===== src/rtl/hms_timer.sv =====
// hms_timer: HH:MM:SS BCD timer with an internal tick prescaler, up/down
// counting, validated parallel preset and one-cycle status pulses.
//
// Ports:
//   clk, reset (sync, active-low)   clock and reset
//   en, up, load                    run enable, direction, preset strobe
//   ld_su..ld_ht                    BCD preset digits
//   seconds_*/minutes_*/hours_*     BCD digit outputs
//   step, wrap, done, load_err      registered one-cycle status pulses
//   zero                            high while every digit is 0
module hms_timer #(
  parameter int unsigned TICK_DIV  = 100000000,
  parameter int unsigned HOURS_MOD = 24
) (
  input  logic       clk,
  input  logic       reset,
  input  logic       en,
  input  logic       up,
  input  logic       load,
  input  logic [3:0] ld_su,
  input  logic [2:0] ld_st,
  input  logic [3:0] ld_mu,
  input  logic [2:0] ld_mt,
  input  logic [3:0] ld_hu,
  input  logic [3:0] ld_ht,
  output logic [3:0] seconds_units,
  output logic [2:0] seconds_tens,
  output logic [3:0] minutes_units,
  output logic [2:0] minutes_tens,
  output logic [3:0] hours_units,
  output logic [3:0] hours_tens,
  output logic       step,
  output logic       wrap,
  output logic       done,
  output logic       zero,
  output logic       load_err
);

  localparam int unsigned PW     = (TICK_DIV > 1) ? $clog2(TICK_DIV) : 1;
  localparam logic [PW-1:0] PMAX = PW'(TICK_DIV - 1);
  localparam logic [3:0] HMAX_T  = 4'((HOURS_MOD - 1) / 10);
  localparam logic [3:0] HMAX_U  = 4'((HOURS_MOD - 1) % 10);
  localparam logic [7:0] HMOD8   = 8'(HOURS_MOD);

  logic [PW-1:0] presc_q, presc_d;
  logic [3:0] su_q, su_d, mu_q, mu_d, hu_q, hu_d, ht_q, ht_d;
  logic [2:0] st_q, st_d, mt_q, mt_d;
  logic step_q, step_d, wrap_q, wrap_d, done_q, done_d, err_q, err_d;

  logic       tick_w, zero_w, one_w, h_max_w, all_max_w, ld_ok_w;
  logic [7:0] ld_h_w;

  always_comb begin
    tick_w    = en && (presc_q == PMAX);
    zero_w    = (su_q == '0) && (st_q == '0) && (mu_q == '0) &&
                (mt_q == '0) && (hu_q == '0) && (ht_q == '0);
    one_w     = (su_q == 4'd1) && (st_q == '0) && (mu_q == '0) &&
                (mt_q == '0) && (hu_q == '0) && (ht_q == '0);
    h_max_w   = (ht_q == HMAX_T) && (hu_q == HMAX_U);
    all_max_w = h_max_w && (su_q == 4'd9) && (st_q == 3'd5) &&
                (mu_q == 4'd9) && (mt_q == 3'd5);
    ld_h_w    = {4'd0, ld_ht} * 8'd10 + {4'd0, ld_hu};
    ld_ok_w   = (ld_su <= 4'd9) && (ld_st <= 3'd5) && (ld_mu <= 4'd9) &&
                (ld_mt <= 3'd5) && (ld_hu <= 4'd9) && (ld_ht <= 4'd9) &&
                (ld_h_w < HMOD8);

    presc_d = presc_q;
    su_d = su_q; st_d = st_q; mu_d = mu_q; mt_d = mt_q; hu_d = hu_q; ht_d = ht_q;
    step_d = 1'b0; wrap_d = 1'b0; done_d = 1'b0; err_d = 1'b0;

    // Any load, valid or not, takes the cycle: no prescaler advance, no step.
    if (load) begin
      if (ld_ok_w) begin
        su_d = ld_su; st_d = ld_st; mu_d = ld_mu;
        mt_d = ld_mt; hu_d = ld_hu; ht_d = ld_ht;
        presc_d = '0;
      end else begin
        err_d = 1'b1;
      end
    end else if (en) begin
      presc_d = tick_w ? '0 : presc_q + 1'b1;
      if (tick_w && up) begin
        step_d = 1'b1;
        wrap_d = all_max_w;
        if (su_q != 4'd9) su_d = su_q + 4'd1;
        else begin
          su_d = '0;
          if (st_q != 3'd5) st_d = st_q + 3'd1;
          else begin
            st_d = '0;
            if (mu_q != 4'd9) mu_d = mu_q + 4'd1;
            else begin
              mu_d = '0;
              if (mt_q != 3'd5) mt_d = mt_q + 3'd1;
              else begin
                mt_d = '0;
                if (h_max_w) begin
                  hu_d = '0; ht_d = '0;
                end else if (hu_q != 4'd9) hu_d = hu_q + 4'd1;
                else begin
                  hu_d = '0; ht_d = ht_q + 4'd1;
                end
              end
            end
          end
        end
      end else if (tick_w && !zero_w) begin
        // Down count stops at 00:00:00; a tick there is silently absorbed.
        step_d = 1'b1;
        done_d = one_w;
        if (su_q != '0) su_d = su_q - 4'd1;
        else begin
          su_d = 4'd9;
          if (st_q != '0) st_d = st_q - 3'd1;
          else begin
            st_d = 3'd5;
            if (mu_q != '0) mu_d = mu_q - 4'd1;
            else begin
              mu_d = 4'd9;
              if (mt_q != '0) mt_d = mt_q - 3'd1;
              else begin
                mt_d = 3'd5;
                if (hu_q == '0 && ht_q == '0) begin
                  hu_d = HMAX_U; ht_d = HMAX_T;
                end else if (hu_q != '0) hu_d = hu_q - 4'd1;
                else begin
                  hu_d = 4'd9; ht_d = ht_q - 4'd1;
                end
              end
            end
          end
        end
      end
    end
  end

  always_ff @(posedge clk) begin
    if (!reset) begin
      presc_q <= '0;
      su_q <= '0; st_q <= '0; mu_q <= '0; mt_q <= '0; hu_q <= '0; ht_q <= '0;
      step_q <= 1'b0; wrap_q <= 1'b0; done_q <= 1'b0; err_q <= 1'b0;
    end else begin
      presc_q <= presc_d;
      su_q <= su_d; st_q <= st_d; mu_q <= mu_d; mt_q <= mt_d; hu_q <= hu_d; ht_q <= ht_d;
      step_q <= step_d; wrap_q <= wrap_d; done_q <= done_d; err_q <= err_d;
    end
  end

  assign seconds_units = su_q;
  assign seconds_tens  = st_q;
  assign minutes_units = mu_q;
  assign minutes_tens  = mt_q;
  assign hours_units   = hu_q;
  assign hours_tens    = ht_q;
  assign step          = step_q;
  assign wrap          = wrap_q;
  assign done          = done_q;
  assign load_err      = err_q;
  assign zero          = zero_w;

endmodule


===== config.mk =====
export PLATFORM = sky130hd
export DESIGN_NAME = hms_timer
export DESIGN_NICKNAME = d
export VERILOG_FILES = /design/src/rtl/hms_timer.sv
export SDC_FILE = /design/constraint.sdc
export NUM_CORES = 1
export LEC_CHECK = 0
export ABC_AREA = 1
export CORE_MARGIN = 2
export CORE_UTILIZATION = 57
export DETAILED_ROUTE_END_ITERATION = 6
export PLACE_DENSITY = 0.92
export SYNTH_ARGS = -nofsm -noshare
export SYNTH_HDL_FRONTEND = slang
export SYNTH_SLANG_ARGS = --single-unit

===== constraint.sdc =====
create_clock -name clk -period 6.84 [get_ports clk]
set_input_delay 1.368 -clock clk [delete_from_list [all_inputs] [get_ports clk]]
set_output_delay 1.368 -clock clk [all_outputs]
set_load 0.05 [all_outputs]

==> impl_results.md <==
* Area grow syn2layout at 16.0%
* Clock sink count at 53
* # resized after CTS at 0
* CP max stage cell: clkdlybuf4s50_1
* Pwr per Cell Area at 140 nW/um^2
* Pins Over Slew Limit at 0
* Peak Freq at 0.223 GHz
* Top-Level Pins at 54
* CP Cell Sequence: clkdlybuf4s50_1 -> ha_1 -> ha_1 -> fa_1 -> nand2_1 -> nand3b_1 -> nand2_1 -> nand2_1 -> nor2_1 -> nand3_1 -> nand2_1 -> inv_1 -> nor2_1 -> nor2_1 -> nor3_1
* Asr flop ratio synth at 0
* CP endpoint kind: register
* CTS tree: built
* # setup viols final at 0
* Routed Antenna Nets at 0
* Final cell count without fillers at 846
* Vias per cell at roughly 5.7
* Routability Congestion at a little over 0.9
* HP Start: presc_q[0]
* Post-CTS setup buffers at 0
* Synth Flop Type: dfxtp_1
* Post-layout net count at 789
* Setup crit start kind: primary input
* Number of synthesized flops with an enable pin at 0
* Max Used Layer: met4
* CP Data Arrival Time at approximately 4.7 ns
* Largest net degree at the start of global routing at 36
* CP delay by family, top: simple AND/OR/NAND/NOR gates
* Met3 WL at 861 um
* Worst r2r path cells at 12
* RSZ-0062 raised after global routing: false
* Met1 wire length at 4.92 mm
* Crit Path Category: primary input to register
* Die Area at 8200 um^2
* First-pass GRT wire length at 19.7 mm
* Cell variety after synth at 45
* CP max FO at 20
* Maximum clock insertion buffer count at 2
* Die W at 90.5 um
* Clock Latency Late Sink at roughly 0.32 ns
* CP most frequent cell: nand2_1
* Clock buffer count from CTS at 5
* Vias at 4800
* WHS Endpoint: presc_q[0]
* Tcrit/Tclk final at 0.656
* Synth warnings at 0
* Fraction of layout cells with a size suffix above 1 at 0.0656
* Worst hold path depth at 1
* Clock root cell: clkbuf_8
* WL/cell at 13.9 um
* Post-Synthesis Cells at around 700
* Final TNS setup at 0 ns
* Tmin final at 4.49 ns
* CP Buf/Inv Count at 2
* Area of the core at 7250 um^2
* Initial Utilization at 0.588
* Worst-path clk slew at 0.11 ns
* Status: finished, final reports clean
* Slew @ Worst Pin at slightly above 0.7 ns
* Flops & latches, synth at 53
* Commonest non-fill, non-tap cells in the layout: 182 x nand2_1, 104 x nor2_1, 73 x inv_1, 53 x dfxtp_1, 53 x clkdlybuf4s50_1
* Drt first pass iters at 7
* Reg-to-reg endpoint: hours_units[3]
* Final hold violation count at 0
* Synth Net Count at 745
* FILL cells at 649
* Sequential share of the synthesized area at 0.249
* Hold Buf Count CTS at 0
* LEAKAGE at approximately 2 nW
* Dpl hpwl at 8.81 mm
* Antenna cells at 0
* Initial drt markers at ~360
* Worst vdd ir at 0.0875 mV
* Clock skew at 0.00406 ns
* # H-tree levels at 2
* Hold WC Path Type: register to register
* Synthesized area at 4270 um^2
* Initial antenna violation count at 0
* Wire length on met2 at between 5 and 6 mm
* Syn Area/Cell at around 6 um^2
* MaxCap Viol Count at 0
* Reg2reg setup slack at 4.21 ns
* Dpl cells at 838
* Worst path max stage delay at 0.60 ns
* Required time worst endpoint at 7.09 ns
* FP Rows at 31
* Die height at 90.5 um
* IO buf count at 53
* Worst R2R Start: presc_q[0]
* Vias in the first global route at 4348
* Grt total ovfl at 0
* Final WL at 11.8 mm
* Total GRT Usage at 0.285
* Slew headroom at 0.515
* Commonest non-fill, non-tap cell in the layout: nand2_1
* DRC viols at 0
## worst reg2reg max path: stages, from the launching register on
cell and delay (ns):
dfxtp_1 0.39, ha_1 0.22, nand3_2 0.16, nor2_4 0.24
nand4_4 0.23, nand2_2 0.31, inv_2 0.13, nand2_2 0.10
nand2_1 0.07, nor2_2 0.41, nand3_1 0.16, nand2_1 0.09
nor2_1 0.04
## routing by layer
layer | vias up | global-route usage
li1 | 2373 | -
met1 | 2157 | 0.368
met2 | 240 | 0.482
met3 | 30 | 0.0351
met4 | 0 | 0.117
met5 | - | 0
## cells by family (layout without fill, tap and decap cells)
kind of cell | Yosys count | in the layout | share of synthesized area
buffers and inverters | 99 | 144 | 0.0950
XOR/XNOR | 12 | 12 | 0.0246
AND/OR/NAND/NOR | 407 | 407 | 0.435
adder cells (fa/ha/maj) | 16 | 16 | 0.0487
multiplexers | 1 | 1 | 0.00235
AO/OA/AOI/OAI | 114 | 114 | 0.146
flip-flops | 53 | 53 | 0.249
## final cells by class
class	count	area, um^2	share of cell area
clock buffers	6	72.6	0.0147
clock inverters	2	38.8	0.00783
inverters	80	300	0.0607
multi-input cells	550	2800	0.566
flip-flops and latches	53	1060	0.214
well taps	99	124	0.0250
repair buffers	56	553	0.112
## through the flow
stage | utilization | hold WS [ns] | power, mW | cell area [um^2] | setup WS, ns
2_1_floorplan | - | 0.454 | 0.419 | 4270 | 3.26
3_3_place_gp | 0.667 | 0.475 | 0.463 | 4840 | 2.15
3_5_place_dp | 0.667 | 0.485 | 0.467 | 4840 | 2.02
4_1_cts | 0.683 | 0.501 | 0.689 | 4950 | 2.36
5_1_grt | 0.683 | 0.526 | 0.717 | 4950 | 2.01
6_report | 0.683 | 0.501 | 0.692 | 4950 | 2.35
## state kept, by name (all words and copies together) (netlist names), 3 cells and up
register / cells
seconds_units: 4
seconds_tens: 3
hours_tens: 4
minutes_tens: 3
presc_q: 27
hours_units: 4
minutes_units: 4
## synthesized netlist by cell type, drive strengths merged (2+ instances only)
| library cell | number | share of area |
|---|---|---|
| nand4 | 12 | 0.021 |
| nor4 | 4 | 0.0059 |
| nand2 | 188 | 0.17 |
| clkbuf | 6 | 0.0053 |
| nand3b | 4 | 0.0070 |
| a21boi | 4 | 0.0070 |
| ha | 15 | 0.044 |
| a21oi | 40 | 0.047 |
| clkinv | 2 | 0.0018 |
| inv | 78 | 0.069 |
| dfxtp | 53 | 0.25 |
| buf | 13 | 0.019 |
| or2 | 4 | 0.0059 |
| nor3 | 18 | 0.029 |
| nand3 | 56 | 0.072 |
| o21ai | 57 | 0.068 |
| nor2 | 118 | 0.12 |
| o211ai | 7 | 0.013 |
| xor2 | 12 | 0.025 |
## worst max-delay path by stage
stage               startpoint       endpoint  slack [ns]  depth (start not counted)
CTS                   ld_ht[3]    presc_q[12]        2.36                         15
detailed placement    ld_ht[3]    presc_q[12]        2.02                         15
global route          ld_ht[3]    presc_q[12]        2.01                         15
global placement      ld_ht[3]    presc_q[12]        2.15                         14
floorplan             ld_ht[1]  hours_tens[0]        3.26                         16
finish                ld_ht[3]    presc_q[12]        2.35                         15
## where the power goes
| part | switching [mW] | internal, mW | total, mW |
|---|---|---|---|
| sequential | 0.00470 | 0.312 | 0.317 |
| clock | 0.120 | 0.110 | 0.230 |
| combinational | 0.0924 | 0.0529 | 0.145 |
| total | 0.217 | 0.475 | 0.692 |
Power figures use the tool's default switching activity.
